--- config.mk ---
export PLATFORM = sky130hd
export DESIGN_NAME = nts_tx_scheduler
export DESIGN_NICKNAME = d
export VERILOG_FILES = /design/src/rtl/nts_tx_scheduler.sv
export SDC_FILE = /design/constraint.sdc
export NUM_CORES = 1
export LEC_CHECK = 0
export BUFFER_PORTS_ARGS = -buffer_cell sky130_fd_sc_hd__buf_2
export CORE_AREA = 2 2 100 102
export DETAILED_ROUTE_END_ITERATION = 10
export DIE_AREA = 0 0 102 104
export GPL_TIMING_DRIVEN = 1
export PLACE_DENSITY = 0.55
export SETUP_SLACK_MARGIN = 0.3
export SYNTH_ARGS = -nofsm -noshare
export SYNTH_HDL_FRONTEND = slang
export SYNTH_SLANG_ARGS = --single-unit
--- constraint.sdc ---
create_clock -name i_clk -period 2.6 [get_ports i_clk]
set_input_delay 0.52 -clock i_clk [delete_from_list [all_inputs] [get_ports i_clk]]
set_output_delay 0.52 -clock i_clk [all_outputs]
set_load 0.1 [all_outputs]
--- src/rtl/nts_tx_scheduler.sv ---
// nts_tx_scheduler
// Round-robin arbiter that shares the single TX MAC path among ENGINES NTS
// engines. One engine at a time is granted to the TX extractor; when the
// extractor reports done (or the watchdog expires) the engine is acknowledged
// with a one-cycle packet_read pulse and the pointer moves past it.
//
// Ports:
//   i_clk, i_areset            clock, asynchronous active-high reset
//   i_enable                   1 = new grants may be issued
//   i_timeout                  watchdog limit in cycles, 0 disables it
//   i_engine_packet_available  per-engine "tx packet ready"
//   o_engine_packet_read       one-cycle ack pulse to the engine just served
//   o_grant_valid              a grant is active
//   o_grant_index              index of the granted engine
//   o_grant_onehot             one-hot grant, all-zero when no grant
//   i_done                     extractor finished the granted packet
//   o_timeout_event            one-cycle pulse when the watchdog reclaims a grant
//   o_grant_count              total grants issued, wraps at 2^32
module nts_tx_scheduler #(
    parameter int unsigned ENGINES       = 2,
    parameter int unsigned TIMEOUT_WIDTH = 16,
    localparam int unsigned IDX_W        = (ENGINES > 1) ? $clog2(ENGINES) : 1
) (
    input  logic                     i_clk,
    input  logic                     i_areset,
    input  logic                     i_enable,
    input  logic [TIMEOUT_WIDTH-1:0] i_timeout,
    input  logic [ENGINES-1:0]       i_engine_packet_available,
    output logic [ENGINES-1:0]       o_engine_packet_read,
    output logic                     o_grant_valid,
    output logic [IDX_W-1:0]         o_grant_index,
    output logic [ENGINES-1:0]       o_grant_onehot,
    input  logic                     i_done,
    output logic                     o_timeout_event,
    output logic [31:0]              o_grant_count
);

    localparam logic [1:0] ST_IDLE    = 2'd0;
    localparam logic [1:0] ST_BUSY    = 2'd1;
    localparam logic [1:0] ST_RELEASE = 2'd2;
    localparam logic [1:0] ST_HOLDOFF = 2'd3;

    logic [1:0]               state, state_nxt;
    logic [IDX_W-1:0]         rr_ptr, rr_ptr_nxt;
    logic [TIMEOUT_WIDTH-1:0] timer, timer_nxt;
    logic [IDX_W-1:0]         index_nxt;
    logic                     valid_nxt;
    logic [ENGINES-1:0]       onehot_nxt;
    logic [ENGINES-1:0]       read_nxt;
    logic                     tev_nxt;
    logic [31:0]              count_nxt;

    logic                     sel_found;
    logic [IDX_W-1:0]         sel_idx;
    logic [ENGINES-1:0]       sel_onehot;
    int unsigned              cand;

    // Round-robin search: first available engine starting at rr_ptr, wrapping.
    always_comb begin
        sel_found  = 1'b0;
        sel_idx    = '0;
        sel_onehot = '0;
        cand       = 0;
        for (int unsigned i = 0; i < ENGINES; i++) begin
            cand = 32'(rr_ptr) + i;
            if (cand >= ENGINES) begin
                cand = cand - ENGINES;
            end
            if (!sel_found && i_engine_packet_available[IDX_W'(cand)]) begin
                sel_found = 1'b1;
                sel_idx   = IDX_W'(cand);
            end
        end
        for (int unsigned i = 0; i < ENGINES; i++) begin
            sel_onehot[i] = (IDX_W'(i) == sel_idx);
        end
    end

    // Next-state and next-output logic.
    always_comb begin
        state_nxt  = state;
        rr_ptr_nxt = rr_ptr;
        timer_nxt  = timer;
        index_nxt  = o_grant_index;
        valid_nxt  = o_grant_valid;
        onehot_nxt = o_grant_onehot;
        read_nxt   = '0;
        tev_nxt    = 1'b0;
        count_nxt  = o_grant_count;

        case (state)
            ST_IDLE: begin
                if (i_enable && sel_found) begin
                    state_nxt  = ST_BUSY;
                    index_nxt  = sel_idx;
                    valid_nxt  = 1'b1;
                    onehot_nxt = sel_onehot;
                    timer_nxt  = '0;
                    count_nxt  = o_grant_count + 32'd1;
                end
            end
            ST_BUSY: begin
                if (timer != {TIMEOUT_WIDTH{1'b1}}) begin
                    timer_nxt = timer + TIMEOUT_WIDTH'(1);
                end
                // Done takes priority over a simultaneous watchdog expiry.
                if (i_done) begin
                    state_nxt  = ST_RELEASE;
                    valid_nxt  = 1'b0;
                    onehot_nxt = '0;
                    read_nxt   = o_grant_onehot;
                end else if ((i_timeout != '0) &&
                             (timer == i_timeout - TIMEOUT_WIDTH'(1))) begin
                    state_nxt  = ST_RELEASE;
                    valid_nxt  = 1'b0;
                    onehot_nxt = '0;
                    read_nxt   = o_grant_onehot;
                    tev_nxt    = 1'b1;
                end
            end
            ST_RELEASE: begin
                if (o_grant_index == IDX_W'(ENGINES - 1)) begin
                    rr_ptr_nxt = '0;
                end else begin
                    rr_ptr_nxt = o_grant_index + IDX_W'(1);
                end
                state_nxt = ST_HOLDOFF;
            end
            ST_HOLDOFF: begin
                // Gives the served engine a cycle to drop its available flag.
                state_nxt = ST_IDLE;
            end
            default: begin
                state_nxt = ST_IDLE;
            end
        endcase
    end

    // State and registered outputs.
    always_ff @(posedge i_clk or posedge i_areset) begin
        if (i_areset) begin
            state                <= ST_IDLE;
            rr_ptr               <= '0;
            timer                <= '0;
            o_grant_index        <= '0;
            o_grant_valid        <= 1'b0;
            o_grant_onehot       <= '0;
            o_engine_packet_read <= '0;
            o_timeout_event      <= 1'b0;
            o_grant_count        <= '0;
        end else begin
            state                <= state_nxt;
            rr_ptr               <= rr_ptr_nxt;
            timer                <= timer_nxt;
            o_grant_index        <= index_nxt;
            o_grant_valid        <= valid_nxt;
            o_grant_onehot       <= onehot_nxt;
            o_engine_packet_read <= read_nxt;
            o_timeout_event      <= tev_nxt;
            o_grant_count        <= count_nxt;
        end
    end

endmodule

Yosys cells after proc, flatten, opt, wreduce, memory -nomap -nowiden
Index checks and enable logic that the tools add are counted.
{"block": "totals", "reg_bits": 58, "in_bits": 22, "output_inout_bits": 39, "word_cells": 72}
{"block": "op_classes", "n_addsub": 7, "magnitude_cmp": 4, "n_eq_ne": 8, "mux": 32, "n_bitwise": 1, "reduce_logical": 11}
{"op": "32-bit by 1-bit adder with 32-bit output, second input constant", "n": 1}
{"op": "16-bit two-way mux", "n": 2}
{"op": "16-bit one-hot mux with 2 select lines", "n": 1}
{"op": "2-bit two-way mux", "n": 9}
{"op": "1-bit two-way mux", "n": 17}
{"op": "16-bit by 1-bit adder with 16-bit output, second input constant", "n": 1}
{"op": "16-bit equality test", "n": 1}
{"op": "16-bit != test, second input constant", "n": 1}
{"op": "16-bit nonzero test", "n": 1}
{"op": "16-bit by 1-bit subtractor with 16-bit output, second input constant", "n": 1}
{"op": "2-bit one-hot mux with 4 select lines", "n": 1}
{"op": "3-bit AND reduction", "n": 2}
{"op": "2-bit equality test, second input constant", "n": 2}
{"op": "1-bit by 2-bit < comparator with 1-bit output, second input constant", "n": 2}
{"op": "2-bit != test, second input constant", "n": 2}
{"op": "2-bit one-hot mux with 2 select lines", "n": 1}
{"op": "2-bit AND reduction", "n": 2}
{"op": "1-bit logical AND", "n": 3}
{"op": "3-bit != test, second input constant", "n": 1}
{"op": "1-bit by 1-bit adder with 2-bit output, second input constant", "n": 1}
{"op": "2-bit by 1-bit equality test with 1-bit output, second input constant", "n": 1}
{"op": "1-bit by 2-bit >= comparator with 1-bit output, second input constant", "n": 1}
{"op": "2-bit >= comparator, second input constant", "n": 1}
{"op": "2-bit zero test", "n": 1}
{"op": "6 further kinds", "n": 7}

Depth between registers and ports, before layout
Gate-level depths: netlist of the first run.
{"block": "logic_depth", "word_depth": 11, "depth_mapped": 10, "mapped_depth_nobuf": 9}

Worst setup path after synthesis of the first run
OpenSTA, ideal clock, no wires.
{"block": "synth_path", "path_type": "input to register", "startpoint": "in i_timeout[0]", "endpoint": "reg state[1]", "setup_ps": 122, "arrival_ps": 2771, "t_required_ps": 2478, "setup_slack_ps": -292, "stages": 10, "path_buffers": 1, "path_cell_list": "inv_1 > ha_1 > buf_6 > or4b_4 > o31a_1 > or3_1 > o21ai_2 > a21oi_2 > or4b_4 > a32o_1"}
{"block": "synth_via", "elab_chain_len": 5, "elab_cells_between_ends": 6, "cone_classes": "add/sub: 1; eq/ne: 2; reduce/logical: 3"}
{"element": "start: declaration", "line_no": "27", "text": "input logic [TIMEOUT_WIDTH-1:0] i_timeout,"}
{"element": "16-bit by 1-bit subtractor with 16-bit output", "line_no": "113", "text": "(timer == i_timeout - TIMEOUT_WIDTH'(1))) begin"}
{"element": "16-bit equality test", "line_no": "113"}
{"element": "1-bit logical AND *", "line_no": "112", "text": "end else if ((i_timeout != '0) &&"}
{"element": "3-bit != test (no source line) *"}
{"element": "2-bit AND reduction (no source line) *"}
{"element": "end signal: assignment", "line_no": "152", "text": "state <= state_nxt;"}
{"element": "end: declaration", "line_no": "43", "text": "logic [1:0] state, state_nxt;"}
Mark *: on every way between the ends. The rest lies on a longest branch, timed or not.
A chain may end at the register's enable or synchronous reset.

Final worst setup path of the first run
Ends and elaborated chain as after synthesis.

==> out/qor.yml, run 1 <==
outcome: "completed"
hold_viol_final: 0
synthCells: 342
ant_nets: 0
holdCritPathClass: "in2async"
grt_pass1_wl_mm: 13.7
async_flop_share_pct: 100
core_sq_um: 9550
first_iter_violations: 102
wirelength_mm: 8.06
finalCriticalPeriod_ps: 2560
cts_buffers: 9
arrival_ps: 2780
drt-vias-per-instance: 4.86
slew_headroom_pct: 61.3
layout_common_cells: "buf_2, buf_4, dfrtp_1, xnor2_1, nand2_1"
critPathKind: "in2reg"
synth_area_leaders: "dfrtp_1, xnor2_1, xor2_1, nand2_1, nor2_1"
firstDrtPassIters: 4
synth_top_cell_by_area: "dfrtp_1"
clockBufferDepth: 2
ys.flop_type: "dfrtp_1"
switching_share_pct: 41.3
dpl_worst_slack_ps: -446
wl_per_cell_microns: 13.7
fin_util_pct: 47.5
pwr-share-seq_pct: 33.0
intPower_uw: 2010
drive_gt1_share_pct: 37.4
cts.sinks: 58
vias: 2866
synth_nets: 371
crit_required_ps: 2820
p_clk_share_pct: 30.7
max_freq_mhz: 391
regArea_sq_um: 1470
initial_core_util_pct: 34.4
nets: 481
rows: 36
p_comb_share_pct: 36.3
hold_ws_ps: 166
die_h_microns: 104
antenna_found_initial: 0
ys_seq_elements: 58
finalSetupViolations: 0
area_growth_pct: 38.2
cts_tree: "done"
power_per_cell_area_nw_per_um2: 754
io_buffers: 60
synth_edf_count: 0
n_fill_cell: 956
irDropWorstVdd_mv: 1.07
ios: 61
multiInputGateArea_sq_um: 1910
htreeDepth: 3
finalWorstSetupSlack_ps: 40.3
grt_util_all_layers_pct: 16.0
syn-cell-area_sq_um: 3280
yosysSeqAreaShare_pct: 44.2
final_max_slew_viol_count: 0
grt_max_degree: 21
dpl.hpwl_mm: 5.92
finish.instance_area_sq_um: 4540
critPathLaunchType: "input port"
root_buffer: "clkbuf_8"
dieArea_sq_um: 10600
drc_errors: 0
tightestPinTransition_ps: 578
antenna-diode-count: 0
die_x_microns: 102
clkTransAtPathRegs_ps: 80
gp_congestion: 0.797
grt_pass1_vias: 2820
synth_cell_types: 53
rsz0062_at_grt: "true"
p_switching_uw: 1410
clk_latency_ps: 330
clock_skew_ps: 8.14
maxCapViolCount: 0
p_leak_uw: 0.00209
yosysTopAreaCellShare_pct: 44.2
cts_hold_buffers: 0
overflow: 0
syn_area_per_cell_sq_um: 9.60
final_common_cell: "buf_2"
dpl_cell_area_sq_um: 4100
endpoint_kind: "register"
yosysWarningCount: 0
fin_crit_sh_pct: 98.5
critPathMaxFanout: 3
==> stage by stage <==
stage | power, uW | std cells | setup TNS, ps
finish | 3420 | 590 | 0
global route | 3620 | 590 | -30.8
CTS | 3430 | 588 | 0
detailed placement | 2330 | 570 | -2550
global placement | 2320 | 570 | -2580
floorplan | 2020 | 342 | -737
==> per-layer routing <==
layer	global-route usage (%)	up-vias	part of all wire [%]	routed length, microns
li1	-	1436	-	-
met2	23.6	56	46	3700
met1	23.4	1365	49	3920
met5	0	-	0	0
met3	3.09	9	4.0	322
met4	5.24	0	1.5	123
==> synthesized netlist by cell type (all sizes together) (2+ instances only) <==
library cell   n
dfrtp         58
xnor2         36
nand2         35
nor2          29
xor2          25
nand3         18
nand4         15
nor3          14
inv           13
o21ai         11
a21oi         10
ha             7
nor4           7
clkbuf         6
and3           5
nand2b         5
or3            5
a211oi         3
and4           3
nor4b          3
or4b           3
a21boi         2
mux2i          2
o211a          2
o22ai          2
o311ai         2
or4            2
==> power by group through the flow <==
stage / sequential, uW / clock (uW) / combinational, uW
floorplan: 1590 / 0 / 432
global placement: 1150 / 0 / 1170
detailed placement: 1140 / 0 / 1190
CTS: 1130 / 1080 / 1220
global route: 1150 / 1130 / 1340
finish: 1130 / 1050 / 1240
==> sequential cells by signal (all words and copies together), names as in the netlist <==
name,cells
rr_ptr,1
o_grant_valid,1
state,2
o_timeout_event,1
timer,16
o_engine_packet_read,2
o_grant_index,1
o_grant_count,32
o_grant_onehot,2
==> worst paths after layout <==
kind | startpoint | to | slack, ps | cells after the start
worst min register to register | o_grant_count[31] | o_grant_count[31] | 460 | 1
min in group i_clk | o_grant_count[31] | o_grant_count[31] | 460 | 1
worst max register to register | timer[8] | state[1] | 220 | 7
worst max-delay path | i_timeout[0] | state[1] | 40 | 10
max in group asynchronous | i_areset | o_grant_count[0] | 1800 | 3
worst min-delay path | i_areset | o_grant_count[20] | 170 | 2
==> cell families after synthesis <==
group,Yosys count,synth area share [%]
AND/OR/NAND/NOR,148,23.6
XOR/XNOR,62,17.0
flip-flops,58,44.2
AO/OA/AOI/OAI,45,9.45
buffers and inverters,20,2.51
adder cells (fa/ha/maj),7,2.67
multiplexers,2,0.610
==> final cells by class <==
type                            count  share of cell area (%)
Clock buffer                        9                    2.73
Clock inverter                      7                    2.76
Inverter                           13                    1.46
Multi-Input combinational cell    264                    42.1
Sequential cell                    58                    32.4
Tap cell                          133                    3.67
Timing Repair Buffer              106                    14.9
==> timing repair <==
action | in CTS | in global routing
endpoints found under the setup margin | 8 | 25
setup buffers | 2 | 2
pin swaps | 12 | 5
resized for setup | 16 | 16
==> critical path, cell delays in order <==
cell and delay, ps:
buf_8 100, inv_6 50, ha_4 120, or4b_4 470
o31a_1 260, or3_1 320, o21ai_2 70, a21oi_2 80
or4b_4 560, a32o_1 220
Power figures use the tool's default switching activity.
==> run 2: changes to the inputs <==
==> constraint.sdc (replaced) <==
create_clock -name i_clk -period 2.6 [get_ports i_clk]
set_input_delay 0.26 -clock i_clk [delete_from_list [all_inputs] [get_ports i_clk]]
set_output_delay 0.26 -clock i_clk [all_outputs]
set_load 0.1 [all_outputs]
==> run 2 against run 1 <==
  * The run now ends with negative hold slack left
  * Design area shrank 4.5%
  * Fmax grew 11%
  * First-iteration DRC count shrank 6.9%
  * Non-clock buffer count shrank 12
  * Sequential share of layout area grew 1.5 points
==> out/qor.yml, run 2 (synthesis results as in run 1) <==
vias: 2799
p_clk_share_pct: 26.2
wl_per_cell_microns: 13.6
firstDrtPassIters: 4
endpoint_kind: "register"
top_usage_layer: "met2"
slowest_delay_ps: 550
grtUsageMet1_pct: 23.0
n_fill_cell: 950
p_switching_uw: 1310
p_leak_uw: 0.00198
rows: 36
final_common_cell: "buf_2"
clockBufferDepth: 2
rsz0062_at_grt: "true"
ios: 61
antenna-diode-count: 0
crit_chain: "buf_2 -> buf_4 -> or4_4 -> nor4_4 -> a211oi_1 -> a211oi_1 -> nand4_1 -> or4b_4 -> a32o_1"
finalCriticalPeriod_ps: 2310
cts_buffers: 9
cts.sinks: 58
antenna_found_initial: 0
grt_max_degree: 33
use_met2_pct: 23.3
die_h_microns: 104
pwr-share-seq_pct: 35.9
hold_viol_final: 1
grt_pass1_vias: 2749
ant_nets: 0
hold_ws_ps: -3.38
place_inst: 558
arrival_ps: 2520
clkTransAtPathRegs_ps: 70
final_max_slew_viol_count: 0
power_per_cell_area_nw_per_um2: 727
largest_registers: "o_grant_count: 32 flops, timer: 16 flops"
path_common_cell: "a211oi_1"
drive_gt1_share_pct: 33.7
violations: "negative hold slack"
fin_cells: 578
root_buffer: "clkbuf_8"
crit_slowest_cell: "or4b_4"
fin_crit_sh_pct: 88.7
crit_required_ps: 2820
clk_latency_ps: 330
drt-vias-per-instance: 4.84
die_x_microns: 102
area_growth_pct: 31.9
nets: 469
switching_share_pct: 41.7
cp_num_buf_inv: 2
clock_skew_ps: 8.49
initial_core_util_pct: 34.4
irDropWorstVdd_mv: 1.13
holdCritPathClass: "in2async"
htreeDepth: 3
fin_setup_tns_ps: 0
gp_congestion: 0.791
maxCapViolCount: 0
dpl.hpwl_mm: 5.86
dpl_cell_area_sq_um: 4020
drc_errors: 0
core_sq_um: 9550
wirelength_mm: 7.87
largest_register: "o_grant_count"
outcome: "finished with violations"
met3_usage_pct: 3.76
critPathKind: "in2reg"
p_comb_share_pct: 37.9
overflow: 0
intPower_uw: 1840
dieArea_sq_um: 10600
path_delay_family: "simple AND/OR/NAND/NOR gates"
finish.instance_area_sq_um: 4330
critPathMaxFanout: 2
slew_headroom_pct: 60.4
cts_tree: "done"
grt_pass1_wl_mm: 13.5
io_buffers: 60
finalSetupViolations: 0
max_freq_mhz: 433
layout_common_cells: "buf_2, dfrtp_1, xnor2_1, nand2_1, buf_4"
largest_reg_flops: 32
grt_util_all_layers_pct: 15.8
first_iter_violations: 95
tightestPinTransition_ps: 594
critPathLaunchType: "input port"
run 2: changes by cell type in the layout (fill, tap and decap cells not counted), sizes merged:
| cell | before | now |
|---|---|---|
| clkbuf | 9 | 14 |
| clkinv | 2 | 1 |
| inv | 15 | 13 |
| bufinv | 3 | 1 |
| buf | 106 | 94 |
run 2: timing repair:
item                       CTS  global route
hold buffers                 0             0
pin swaps                    4             3
resized for setup            2            16
setup buffers                1             3
setup endpoints to repair    5            31
run 2: layout make-up:
type	instances	area, sq um	area share, %
Inverter	13	66.3	1.53
Clock buffer	14	163	3.76
Timing Repair Buffer	94	571	13.2
Clock inverter	2	35.0	0.809
Tap cell	133	166	3.84
Sequential cell	58	1470	34.0
Multi-Input combinational cell	264	1860	42.9
run 2: per-layer routing:
layer  routed length [microns]  vias to the layer above
met5                         0                        -
met4                        95                        0
met3                       261                       10
met2                      3550                       40
met1                      3970                     1335
li1                          -                     1414
run 2: final timing paths:
kind	startpoint	end	slack [ps]	depth (start not counted)
max	i_timeout[0]	state[1]	290	9
min	i_areset	o_grant_count[12]	-3	2
max reg2reg	timer[15]	state[1]	320	6
min reg2reg	o_grant_count[31]	o_grant_count[31]	460	1
max in group asynchronous	i_areset	o_grant_count[13]	2010	3
min in group i_clk	i_done	o_engine_packet_read[1]	250	2
run 2: power groups by stage:
stage | Clock, uW | Combinational, uW | Sequential (uW)
after floorplan | 0 | 432 | 1590
after global placement | 0 | 1160 | 1150
after detailed placement | 0 | 1170 | 1150
after CTS | 855 | 1170 | 1130
after global routing | 897 | 1290 | 1150
final | 825 | 1190 | 1130
run 2: stage by stage:
step / util [%] / total power (uW) / hold WS (ps) / setup WS, ps
after floorplan: - / 2020 / 423 / -29.1
after global placement: 42.0 / 2310 / 380 / -150
after detailed placement: 42.0 / 2310 / 372 / -166
after CTS: 44.3 / 3160 / 8.93 / 307
after global routing: 45.4 / 3340 / 45.4 / 210
final: 45.4 / 3150 / -3.38 / 293
